==> config.mk <==
export PLATFORM = sky130hd
export DESIGN_NAME = vec_feeder
export DESIGN_NICKNAME = d
export VERILOG_FILES = /design/src/rtl/vec_pkg.sv /design/src/rtl/sync_fifo.sv /design/src/rtl/vec_feeder.sv
export SDC_FILE = /design/constraint.sdc
export NUM_CORES = 1
export LEC_CHECK = 0
export CORE_ASPECT_RATIO = 0.75
export CORE_MARGIN = 2
export CORE_UTILIZATION = 65
export CTS_BUF_LIST = sky130_fd_sc_hd__clkbuf_8
export CTS_CLUSTER_SIZE = 24
export DETAILED_ROUTE_END_ITERATION = 7
export PLACE_DENSITY = 0.92
export SLEW_MARGIN = 40
export SYNTH_ARGS = -nofsm -noshare
export SYNTH_HDL_FRONTEND = slang
export SYNTH_SLANG_ARGS = --single-unit
==> constraint.sdc <==
create_clock -name clk -period 4.9 [get_ports clk]
set_input_delay 1.47 -clock clk [delete_from_list [all_inputs] [get_ports clk]]
set_output_delay 1.47 -clock clk [all_outputs]
set_load 0.01 [all_outputs]
==> src/rtl/vec_pkg.sv <==
// -----------------------------------------------------------------------------
// vec_pkg
//   Shared definitions for the vector feeder: default vector geometry, FIFO
//   depth default, the feeder FSM state encoding and a small width helper.
//   Optional feature macro used by importers: VEC_FEEDER_ZERO_PAD_EN.
// -----------------------------------------------------------------------------
package vec_pkg;

   localparam int unsigned VEC_LEN_DEF    = 10;
   localparam int unsigned DATA_W_DEF     = 8;
   localparam int unsigned FIFO_DEPTH_DEF = 16;

   typedef enum logic [1:0] {
      ST_IDLE   = 2'd0,
      ST_START  = 2'd1,
      ST_STREAM = 2'd2,
      ST_PAD    = 2'd3
   } vec_state_t;

   // Counter width for a modulo-n counter; never narrower than one bit.
   function automatic int unsigned cnt_width(input int unsigned n);
      return (n > 1) ? $clog2(n) : 1;
   endfunction

endpackage

==> src/rtl/sync_fifo.sv <==
// -----------------------------------------------------------------------------
// sync_fifo
//   Single-clock FIFO with occupancy output. DEPTH must be a power of two so
//   the read/write pointers wrap naturally modulo DEPTH.
//
// Ports
//   clk      in   clock
//   rst      in   asynchronous active-high reset (flushes pointers/level)
//   i_push   in   write i_data this cycle (ignored when full)
//   i_data   in   DATA_W write data
//   i_pop    in   advance the read pointer this cycle (ignored when empty)
//   o_data   out  DATA_W head entry (combinational read)
//   o_level  out  $clog2(DEPTH)+1 current occupancy
// -----------------------------------------------------------------------------
module sync_fifo #(
   parameter int unsigned DATA_W = 8,
   parameter int unsigned DEPTH  = 16
) (
   input  logic                     clk,
   input  logic                     rst,
   input  logic                     i_push,
   input  logic [DATA_W-1:0]        i_data,
   input  logic                     i_pop,
   output logic [DATA_W-1:0]        o_data,
   output logic [$clog2(DEPTH):0]   o_level
);

   localparam int unsigned AW = $clog2(DEPTH);
   localparam logic [AW:0] C_FULL = (AW+1)'(DEPTH);

   logic [DATA_W-1:0] r_mem [DEPTH];
   logic [AW-1:0]     r_wr_ptr;
   logic [AW-1:0]     r_rd_ptr;
   logic [AW:0]       r_level;
   logic              w_do_push;
   logic              w_do_pop;

   assign w_do_push = i_push && (r_level != C_FULL);
   assign w_do_pop  = i_pop  && (r_level != '0);

   always_ff @(posedge clk) begin
      if (w_do_push) begin
         r_mem[r_wr_ptr] <= i_data;
      end
   end

   always_ff @(posedge clk or posedge rst) begin
      if (rst) begin
         r_wr_ptr <= '0;
         r_rd_ptr <= '0;
         r_level  <= '0;
      end else begin
         if (w_do_push) begin
            r_wr_ptr <= r_wr_ptr + 1'b1;
         end
         if (w_do_pop) begin
            r_rd_ptr <= r_rd_ptr + 1'b1;
         end
         // Simultaneous push and pop leave the occupancy unchanged.
         if (w_do_push && !w_do_pop) begin
            r_level <= r_level + 1'b1;
         end else if (w_do_pop && !w_do_push) begin
            r_level <= r_level - 1'b1;
         end
      end
   end

   assign o_data  = r_mem[r_rd_ptr];
   assign o_level = r_level;

endmodule

==> src/rtl/vec_feeder.sv <==
// -----------------------------------------------------------------------------
// vec_feeder
//   Buffers upstream elements in a FIFO and, whenever the core is idle and a
//   whole vector is buffered, emits a one-cycle vec_start followed by VEC_LEN
//   consecutive registered elements on next_in/next_valid.
//
//   Optional feature: define VEC_FEEDER_ZERO_PAD_EN to zero-pad vectors that
//   are terminated early by in_last. Without it in_last is ignored.
//
// Ports
//   clk         in   clock, rising edge
//   reset       in   asynchronous active-high reset
//   in_valid    in   upstream element valid
//   in_data     in   DATA_W upstream element
//   in_last     in   final element of a vector (qualified by in_valid)
//   in_ready    out  element accepted this cycle when in_valid is high
//   core_ready  in   core idle, able to take a new vector (sampled in IDLE)
//   vec_start   out  one-cycle pulse preceding a burst
//   next_in     out  DATA_W element presented to the core (0 when not valid)
//   next_valid  out  next_in valid
//   busy        out  high in START, STREAM and PAD
//   fifo_level  out  $clog2(FIFO_DEPTH)+1 FIFO occupancy
// -----------------------------------------------------------------------------
module vec_feeder
   import vec_pkg::*;
#(
   parameter int unsigned VEC_LEN    = VEC_LEN_DEF,
   parameter int unsigned DATA_W     = DATA_W_DEF,
   parameter int unsigned FIFO_DEPTH = FIFO_DEPTH_DEF
) (
   input  logic                          clk,
   input  logic                          reset,
   input  logic                          in_valid,
   input  logic [DATA_W-1:0]             in_data,
   input  logic                          in_last,
   output logic                          in_ready,
   input  logic                          core_ready,
   output logic                          vec_start,
   output logic [DATA_W-1:0]             next_in,
   output logic                          next_valid,
   output logic                          busy,
   output logic [$clog2(FIFO_DEPTH):0]   fifo_level
);

   localparam int unsigned LW = $clog2(FIFO_DEPTH) + 1;
   localparam int unsigned CW = cnt_width(VEC_LEN);

   localparam logic [LW-1:0] C_LVL_VEC  = LW'(VEC_LEN);
   localparam logic [LW-1:0] C_LVL_FULL = LW'(FIFO_DEPTH);
   localparam logic [CW-1:0] C_LAST_IDX = CW'(VEC_LEN - 1);

   vec_state_t        r_state;
   vec_state_t        w_state_nxt;
   logic [CW-1:0]     r_elem_cnt;
   logic [CW-1:0]     r_pop_cnt;
   logic [LW-1:0]     w_level;
   logic [DATA_W-1:0] w_fifo_dout;
   logic [DATA_W-1:0] w_fifo_din;
   logic [DATA_W-1:0] r_next_in;
   logic              r_next_valid;
   logic              w_in_ready;
   logic              w_push_up;
   logic              w_fifo_push;
   logic              w_pop;
   logic              w_early_last;
   logic              w_pad_entry;
   logic              w_pad_push;
   logic              w_pad_done;

   assign w_push_up = in_valid && w_in_ready;

`ifdef VEC_FEEDER_ZERO_PAD_EN
   logic              r_pad_pend;
   logic [CW-1:0]     r_pad_cnt;

   assign w_early_last = w_push_up && in_last && (r_elem_cnt != C_LAST_IDX);
   assign w_pad_entry  = r_pad_pend || w_early_last;
   assign w_pad_push   = (r_state == ST_PAD) && (w_level != C_LVL_FULL);
   assign w_pad_done   = w_pad_push && (r_pad_cnt == CW'(1));

   // An early in_last seen during START/STREAM is remembered and padded once
   // the burst finishes; upstream is held off meanwhile so the zeros land
   // directly behind the short vector.
   assign w_in_ready = !reset && (w_level != C_LVL_FULL) &&
                       (r_state != ST_PAD) && !r_pad_pend;

   always_ff @(posedge clk or posedge reset) begin
      if (reset) begin
         r_pad_pend <= 1'b0;
         r_pad_cnt  <= '0;
      end else begin
         if (r_state == ST_IDLE) begin
            r_pad_pend <= 1'b0;
         end else if (w_early_last) begin
            r_pad_pend <= 1'b1;
         end

         if (w_early_last) begin
            r_pad_cnt <= C_LAST_IDX - r_elem_cnt;
         end else if (w_pad_push) begin
            r_pad_cnt <= r_pad_cnt - 1'b1;
         end
      end
   end
`else
   logic w_unused;

   assign w_unused     = in_last;
   assign w_early_last = 1'b0;
   assign w_pad_entry  = 1'b0;
   assign w_pad_push   = 1'b0;
   assign w_pad_done   = 1'b0;
   assign w_in_ready   = !reset && (w_level != C_LVL_FULL) && (r_state != ST_PAD);
`endif

   assign w_fifo_push = w_push_up || w_pad_push;
   assign w_fifo_din  = w_pad_push ? '0 : in_data;

   // Because next_in is registered, the pop that feeds the first element
   // happens in START and the final STREAM cycle pops nothing; next_valid is
   // thus high for exactly the VEC_LEN STREAM cycles.
   assign w_pop = (r_state == ST_START) ||
                  ((r_state == ST_STREAM) && (r_pop_cnt != C_LAST_IDX));

   sync_fifo #(
      .DATA_W (DATA_W),
      .DEPTH  (FIFO_DEPTH)
   ) u_fifo (
      .clk     (clk),
      .rst     (reset),
      .i_push  (w_fifo_push),
      .i_data  (w_fifo_din),
      .i_pop   (w_pop),
      .o_data  (w_fifo_dout),
      .o_level (w_level)
   );

   always_comb begin
      w_state_nxt = r_state;
      case (r_state)
         ST_IDLE: begin
            // Padding wins over starting a burst in the same cycle.
            if (w_pad_entry) begin
               w_state_nxt = ST_PAD;
            end else if (core_ready && (w_level >= C_LVL_VEC)) begin
               w_state_nxt = ST_START;
            end
         end
         ST_START: begin
            w_state_nxt = ST_STREAM;
         end
         ST_STREAM: begin
            if (r_pop_cnt == C_LAST_IDX) begin
               w_state_nxt = ST_IDLE;
            end
         end
         ST_PAD: begin
            if (w_pad_done) begin
               w_state_nxt = ST_IDLE;
            end
         end
         default: begin
            w_state_nxt = ST_IDLE;
         end
      endcase
   end

   always_ff @(posedge clk or posedge reset) begin
      if (reset) begin
         r_state <= ST_IDLE;
      end else begin
         r_state <= w_state_nxt;
      end
   end

   always_ff @(posedge clk or posedge reset) begin
      if (reset) begin
         r_pop_cnt <= '0;
      end else if (r_state == ST_STREAM) begin
         r_pop_cnt <= r_pop_cnt + 1'b1;
      end else begin
         r_pop_cnt <= '0;
      end
   end

   // Position inside the vector being pushed; an early in_last (pad build
   // only) restarts it because the remainder of the vector is zero-filled.
   always_ff @(posedge clk or posedge reset) begin
      if (reset) begin
         r_elem_cnt <= '0;
      end else if (w_push_up) begin
         if (w_early_last || (r_elem_cnt == C_LAST_IDX)) begin
            r_elem_cnt <= '0;
         end else begin
            r_elem_cnt <= r_elem_cnt + 1'b1;
         end
      end
   end

   always_ff @(posedge clk or posedge reset) begin
      if (reset) begin
         r_next_valid <= 1'b0;
         r_next_in    <= '0;
      end else begin
         r_next_valid <= w_pop;
         r_next_in    <= w_pop ? w_fifo_dout : '0;
      end
   end

   assign in_ready   = w_in_ready;
   assign vec_start  = (r_state == ST_START);
   assign next_valid = r_next_valid;
   assign next_in    = r_next_in;
   assign busy       = (r_state != ST_IDLE);
   assign fifo_level = w_level;

endmodule

# Yosys cells after proc, flatten, opt, wreduce, memory -nomap -nowiden
# Memories as Yosys holds them, arrays and structs flattened.
# Index checks and enable logic that the tools add are counted.
[word_totals]
inputBits = 13
output_inout_bits = 17
ramBits = 128
mem_count = 1
elab_cells = 51
latchBits = 0
rom_bits = 0
ff_bits = 28
[op_classes]
n_div = 0
bitwise_logic = 1
n_addsub = 5
n_eq_ne = 9
reduce_logical = 18
mux = 9
shifts = 0
mul = 0
magnitude_cmp = 1
[mem_list]
columns = ["name", "words", "word_bits", "read_ports", "rd_ports_with_merged_regs", "wr", "line_no", "text"]
rows = [
  ["u_fifo.r_mem", 16, 8, 1, 0, 1, "sync_fifo.sv:31", "logic [DATA_W-1:0] r_mem [DEPTH];"],
]
[op_table]
columns = ["operator", "n"]
rows = [
  ["$add 4x1->4 const B", 3],
  ["$mux 5", 2],
  ["$logic_and 1x1->1", 9],
  ["$mux 8", 1],
  ["$ne 2x2->1 const B", 3],
  ["$pmux 2 s3", 1],
  ["$add 5x1->5 const B", 1],
  ["$ge 5x4->1 const B", 1],
  ["$ne 5x5->1 const B", 1],
  ["$reduce_bool 5->1", 1],
  ["$sub 5x1->5 const B", 1],
  ["$eq 2x2->1 const B", 2],
  ["$eq 4x4->1 const B", 1],
  ["$mux 2", 2],
  ["$mux 4", 1],
  ["$ne 4x4->1 const B", 1],
  ["$reduce_bool 2->1", 2],
  ["$logic_not 1->1", 3],
  ["$reduce_and 3->1", 1],
  ["$eq 2x1->1 const B", 1],
  ["$logic_not 2->1", 1],
  ["$mux 1", 2],
  ["$logic_or 1x1->1", 1],
  ["$not 1->1", 1],
]

# Longest topological paths before layout
[depth]
depth_word = 9
ltp_mapped = 12
mapped_depth_nobuf = 12

# Modules after synthesis
# From an unflattened synthesis, not the netlist that was laid out.
[hier_totals]
hier_cells = 374
hier_area_um2 = 6399.9
[by_module_without_submodules]
columns = ["mod", "n_inst", "seq_area_each_um2", "area_per_inst_um2", "cells_per_inst"]
rows = [
  ["sync_fifo", 1, 4169.0, 5729.2, 322],
  ["vec_feeder", 1, 375.4, 670.6, 52],
]

# Worst setup path after synthesis
# OpenSTA, ideal clock, no wires.
[synth_timing]
path_kind = "input -> register"
start = "input in_valid"
end = "register u_fifo.r_level[4], in the netlist u_fifo.o_level[4]"
arrival_time_ns = 3.752
required_time_ns = 4.774
slack_ns = 1.022
cell_stages = 9
setup_time_ns = 0.126
n_path_buf = 0
path_cell_list = "inv_1 -> a2111oi_4 -> ha_1 -> inv_1 -> fa_1 -> a21o_1 -> a2111oi_0 -> a41oi_1 -> a221o_1"
[synth_via]
elab_chain_cells = 5
elab_cells_between_ends = 7
classes_between = "1 x mux; 6 x reduce/logical"
[synth_lines]
columns = ["item", "line_no", "text"]
rows = [
  ["start, declared", "vec_feeder.sv:33", "input logic in_valid,"],
  ["$logic_and 1x1->1 *", "vec_feeder.sv:70", "assign w_push_up = in_valid && w_in_ready;"],
  ["$logic_and 1x1->1 *", "sync_fifo.sv:38", "assign w_do_push = i_push && (r_level != C_FULL);"],
  ["via u_fifo.w_do_push", "sync_fifo.sv:35", "logic w_do_push;"],
  ["$logic_not 1->1", "sync_fifo.sv:62", "end else if (w_do_pop && !w_do_push) begin"],
  ["$logic_and 1x1->1", "sync_fifo.sv:62", ""],
  ["$reduce_bool 2->1 (no line)", "-", ""],
  ["end signal, assigned", "sync_fifo.sv:61", "r_level <= r_level + 1'b1;"],
  ["end signal, assigned", "sync_fifo.sv:63", "r_level <= r_level - 1'b1;"],
  ["end, declared", "sync_fifo.sv:34", "logic [AW:0] r_level;"],
]
# The timed path passes the listed nets; every way through them passes the cells marked *.
# A chain may end at the register's enable or synchronous reset.

# Worst setup path after layout
[layout_timing]
start = "input reset"
end = "output in_ready"
[layout_via]
elab_chain_cells = 3
[layout_lines]
columns = ["item", "line_no", "text"]
rows = [
  ["start, declared", "vec_feeder.sv:32", "input logic reset,"],
  ["$logic_not 1->1 (no line)", "-", ""],
  ["$logic_and 1x1->1 (2 in a row)", "vec_feeder.sv:113", "assign w_in_ready = !reset && (w_level != C_LVL_FULL) && (r_state != ST_PAD);"],
  ["end, declared", "vec_feeder.sv:36", "output logic in_ready,"],
]
# Every way passes these cells.

==> summary.log <==
qor: critical_path.start_kind input port
qor: critical_path.r2r_cells 10
qor: finish.area.sequential 0.00455 mm2
qor: clocking.clk_root_buffer_cell sky130_fd_sc_hd__clkbuf_8
qor: critical_path.critical_path_required 3430 ps
qor: critical_path.worstSetupEndpointType primary output
qor: grt.first_global_vias 3410
qor: placement.finalWeightedCongestion 0.757
qor: critical_path.dominant_cell_type_by_count_on_the_critical_path sky130_fd_sc_hd__clkdlybuf4s50_1
qor: logic_synthesis.ys_async_sr_fraction 0.179
qor: status.outcome finished, final reports clean
qor: placement.port_buffers 28
qor: clocking.cts_tree built
qor: grt.grt-ovfl-total 0
qor: critical_path.cp-startpoint reset
qor: finish.mostFrequentLayoutCell sky130_fd_sc_hd__edfxtp_1
qor: logic_synthesis.postSynth.topFlopCell sky130_fd_sc_hd__edfxtp_1
qor: clocking.ctsHtreeMaxLevel 4
qor: timing.final_hold_viols 0
qor: critical_path.timing.critical_path.slowest_cell_delay 580 ps
qor: finish.n_antenna_cell 0
qor: finish.final_cell_mix 128 x sky130_fd_sc_hd__edfxtp_1, 28 x sky130_fd_sc_hd__clkdlybuf4s50_1, 27 x sky130_fd_sc_hd__dfrtp_1
qor: finish.nets_finish 409
qor: timing.finalCriticalPeriod 4220 ps
qor: floorplan.floorplan.die.height 89.8 um
qor: critical_path.timing.critical_path.cells clkdlybuf4s50_1 -> a211oi_1 -> clkdlybuf4s50_1
qor: timing.worst_slew_margin_rel 0.434
qor: grt.pin_count_of_the_biggest_net_entering_global_routing 29
qor: drt.post-route-drc-count 0
qor: clocking.cts_hold_repair.buffers 0
qor: power_and_ir_drop.standby_leakage_power 2.45 nW
qor: critical_path.worst_setup_path_endpoint in_ready
qor: logic_synthesis.synth_nets 366
qor: finish.finalCoreUtilization 0.757
qor: logic_synthesis.yosys_warnings 0
qor: clocking.clock_path_buffers 2
qor: critical_path.timing.critical_path.fanout_max 3
qor: grt.grt_antenna_before_repair 0
qor: clocking.cts.sink_count 156
qor: critical_path.rr_endpoint u_fifo.o_level[4]$_DFFE_PP0P_
qor: finish.drive_gt1_frac 0.219
qor: logic_synthesis.count_of_distinct_cell_types_in_the_synthesized_netlist 40
qor: drt.drt_first_pass_iters 5
qor: floorplan.num_io_pins 30
qor: floorplan.floorplan.initialDensity 0.664
qor: critical_path.r2r_setup_slack 1460 ps
qor: critical_path.worst_path_class_setup input port to primary output
qor: clocking.cts_made_buffers 17
qor: clocking.insertion_delay 440 ps
qor: timing.timing.final.crit_share 0.861
qor: clocking.post_cts.resized_instances 0
qor: logic_synthesis.flops_latches_synth 156
qor: timing.worst-slew-pin-transition 845 ps
qor: drt.viasPerCell 6.37
qor: power_and_ir_drop.vdd.ir_drop.worst 0.313 mV
qor: critical_path.crit_arrival 2750 ps
qor: timing.fmax 237 MHz
qor: grt.grt_usage 0.250
qor: drt.routedWlPerCell 23.9 um
qor: logic_synthesis.synthesis.area 0.00638 mm2
qor: clocking.cts.repair_timing.setup_buffer_count 0
qor: power_and_ir_drop.power-per-cell-area 350 mW/mm2
qor: grt.grt_pass1_wl 19100 um
qor: job.max_cap_violations 0
qor: drt.dr_total_vias 3345
qor: clocking.worst_setup_hold_path_clk_slew 80 ps
qor: floorplan.placeableCoreArea 0.00962 mm2
qor: timing.fin_worst_skew 7.95 ps
qor: placement.detailedPlacementHpwl 7940 um
qor: drt.first_iter_violations 341
qor: finish.num-fill-cells 523
qor: floorplan.die_area 0.0106 mm2
qor: drt.postRouteAntennaNets 0
qor: finish.post_layout_nonfiller_instances 525
qor: timing.final-max-slew-violation-count 0
qor: logic_synthesis.synth-seq-area-share 0.712
qor: logic_synthesis.post_synth.cell_area_avg 18.9 um2
qor: timing.setup_tns 0 ps
qor: critical_path.crit-reg2reg-launch u_fifo.o_level[0]$_DFFE_PP0P_
qor: logic_synthesis.netlist_instances 337
qor: logic_synthesis.synth-edff-count 128
qor: placement.dp.cells 492
qor: floorplan.placementRows 31
qor: timing.rsz0062_at_grt no
qor: floorplan.die_w 118 um
qor: finish.layout_area_growth_over_synthesis 14.0%
qor: timing.finalSetupViolCount 0
qor: finish.area_of_combinational_cells_with_multiple_inputs 0.00172 mm2
qor: worst_hold_path.timing.hold.worst.class flip-flop to flip-flop
qor: critical_path.cp_slowest_cell sky130_fd_sc_hd__clkdlybuf4s50_1
qor: drt.drt_wl_total 12500 um
-- critical path: cells and delay by family --
family	cells	cell delay, ps
buffers and inverters	2	1080
AOI/OAI and AO/OA	1	200
-- registers in the layout (all words and copies together) (netlist names) --
signal,count
u_fifo.r_rd_ptr,4
next_valid,1
next_in,8
u_fifo.o_level,5
u_fifo.r_mem,128
r_pop_cnt,4
u_fifo.r_wr_ptr,4
r_state,2
-- per-layer routing --
| layer | GRT usage | part of all wire | wire (um) | vias up |
|---|---|---|---|---|
| met4 | 0.0952 | 0.023 | 283 | 0 |
| met2 | 0.398 | 0.51 | 6330 | 183 |
| met3 | 0.0666 | 0.079 | 986 | 32 |
| met5 | 0 | 0 | 0 | - |
| met1 | 0.337 | 0.39 | 4930 | 1708 |
| li1 | - | - | - | 1422 |
-- logic make-up (layout without fill, tap and decap cells) --
logic type | after synthesis | after routing | synth area share
mux | 52 | 52 | 0.153
fa+ha+maj | 16 | 16 | 0.0325
xor+xnor | 11 | 11 | 0.0151
simple gates | 40 | 40 | 0.0298
flops | 156 | 156 | 0.712
compound gates | 34 | 34 | 0.0355
buf+inv | 28 | 84 | 0.0227
-- synthesized netlist by cell type (8+ instances only) --
cell | instances | share of area
sky130_fd_sc_hd__edfxtp_1 | 128 | 0.60
sky130_fd_sc_hd__dfrtp_1 | 28 | 0.11
sky130_fd_sc_hd__mux4_2 | 21 | 0.074
sky130_fd_sc_hd__nor2_1 | 17 | 0.010
sky130_fd_sc_hd__ha_1 | 15 | 0.029
sky130_fd_sc_hd__inv_1 | 14 | 0.0082
sky130_fd_sc_hd__mux4_1 | 11 | 0.045
sky130_fd_sc_hd__a21oi_1 | 10 | 0.0078
sky130_fd_sc_hd__mux2_2 | 10 | 0.018
sky130_fd_sc_hd__mux2i_1 | 10 | 0.016
sky130_fd_sc_hd__nand2_1 | 9 | 0.0053
sky130_fd_sc_hd__xnor2_1 | 8 | 0.011
-- area by class of cell --
cell class              count  share of cell area
multi-input cells         153               0.236
well taps                 132              0.0227
clock buffers              17              0.0322
flip-flops and latches    156               0.625
repair buffers             38              0.0485
inverters                  14             0.00722
clock inverters            15              0.0291
-- power by group --
group / leakage [nW] / internal [mW] / switching, mW
logic: 0.732 / 0.0176 / 0.0293
registers: 1.50 / 1.44 / 0.00554
clock network: 0.215 / 0.564 / 0.494
-- through the flow --
step                      cell area (um2)  power [mW]  setup WS [ps]  hold WS, ps
final                                7280        2.55            681          528
after global routing                 7280        2.62            581          556
after CTS                            7250        2.55            672          518
after detailed placement             6810        1.52            413          495
after global placement               6810        1.51            637          468
after floorplan                      6380        1.49           1020          450
-- worst min path at each step --
stage                           startpoint  cells past startpoint  slack [ps]                      to
global route        r_pop_cnt[0]$_DFF_PP0_                      1         560  r_pop_cnt[0]$_DFF_PP0_
global placement    r_pop_cnt[0]$_DFF_PP0_                      1         470  r_pop_cnt[0]$_DFF_PP0_
detailed placement  r_pop_cnt[0]$_DFF_PP0_                      1         500  r_pop_cnt[0]$_DFF_PP0_
CTS                 r_pop_cnt[0]$_DFF_PP0_                      1         520  r_pop_cnt[0]$_DFF_PP0_
finish              r_pop_cnt[0]$_DFF_PP0_                      1         530  r_pop_cnt[0]$_DFF_PP0_
floorplan           r_pop_cnt[0]$_DFF_PP0_                      1         450  r_pop_cnt[0]$_DFF_PP0_
Power figures use the tool's default switching activity.
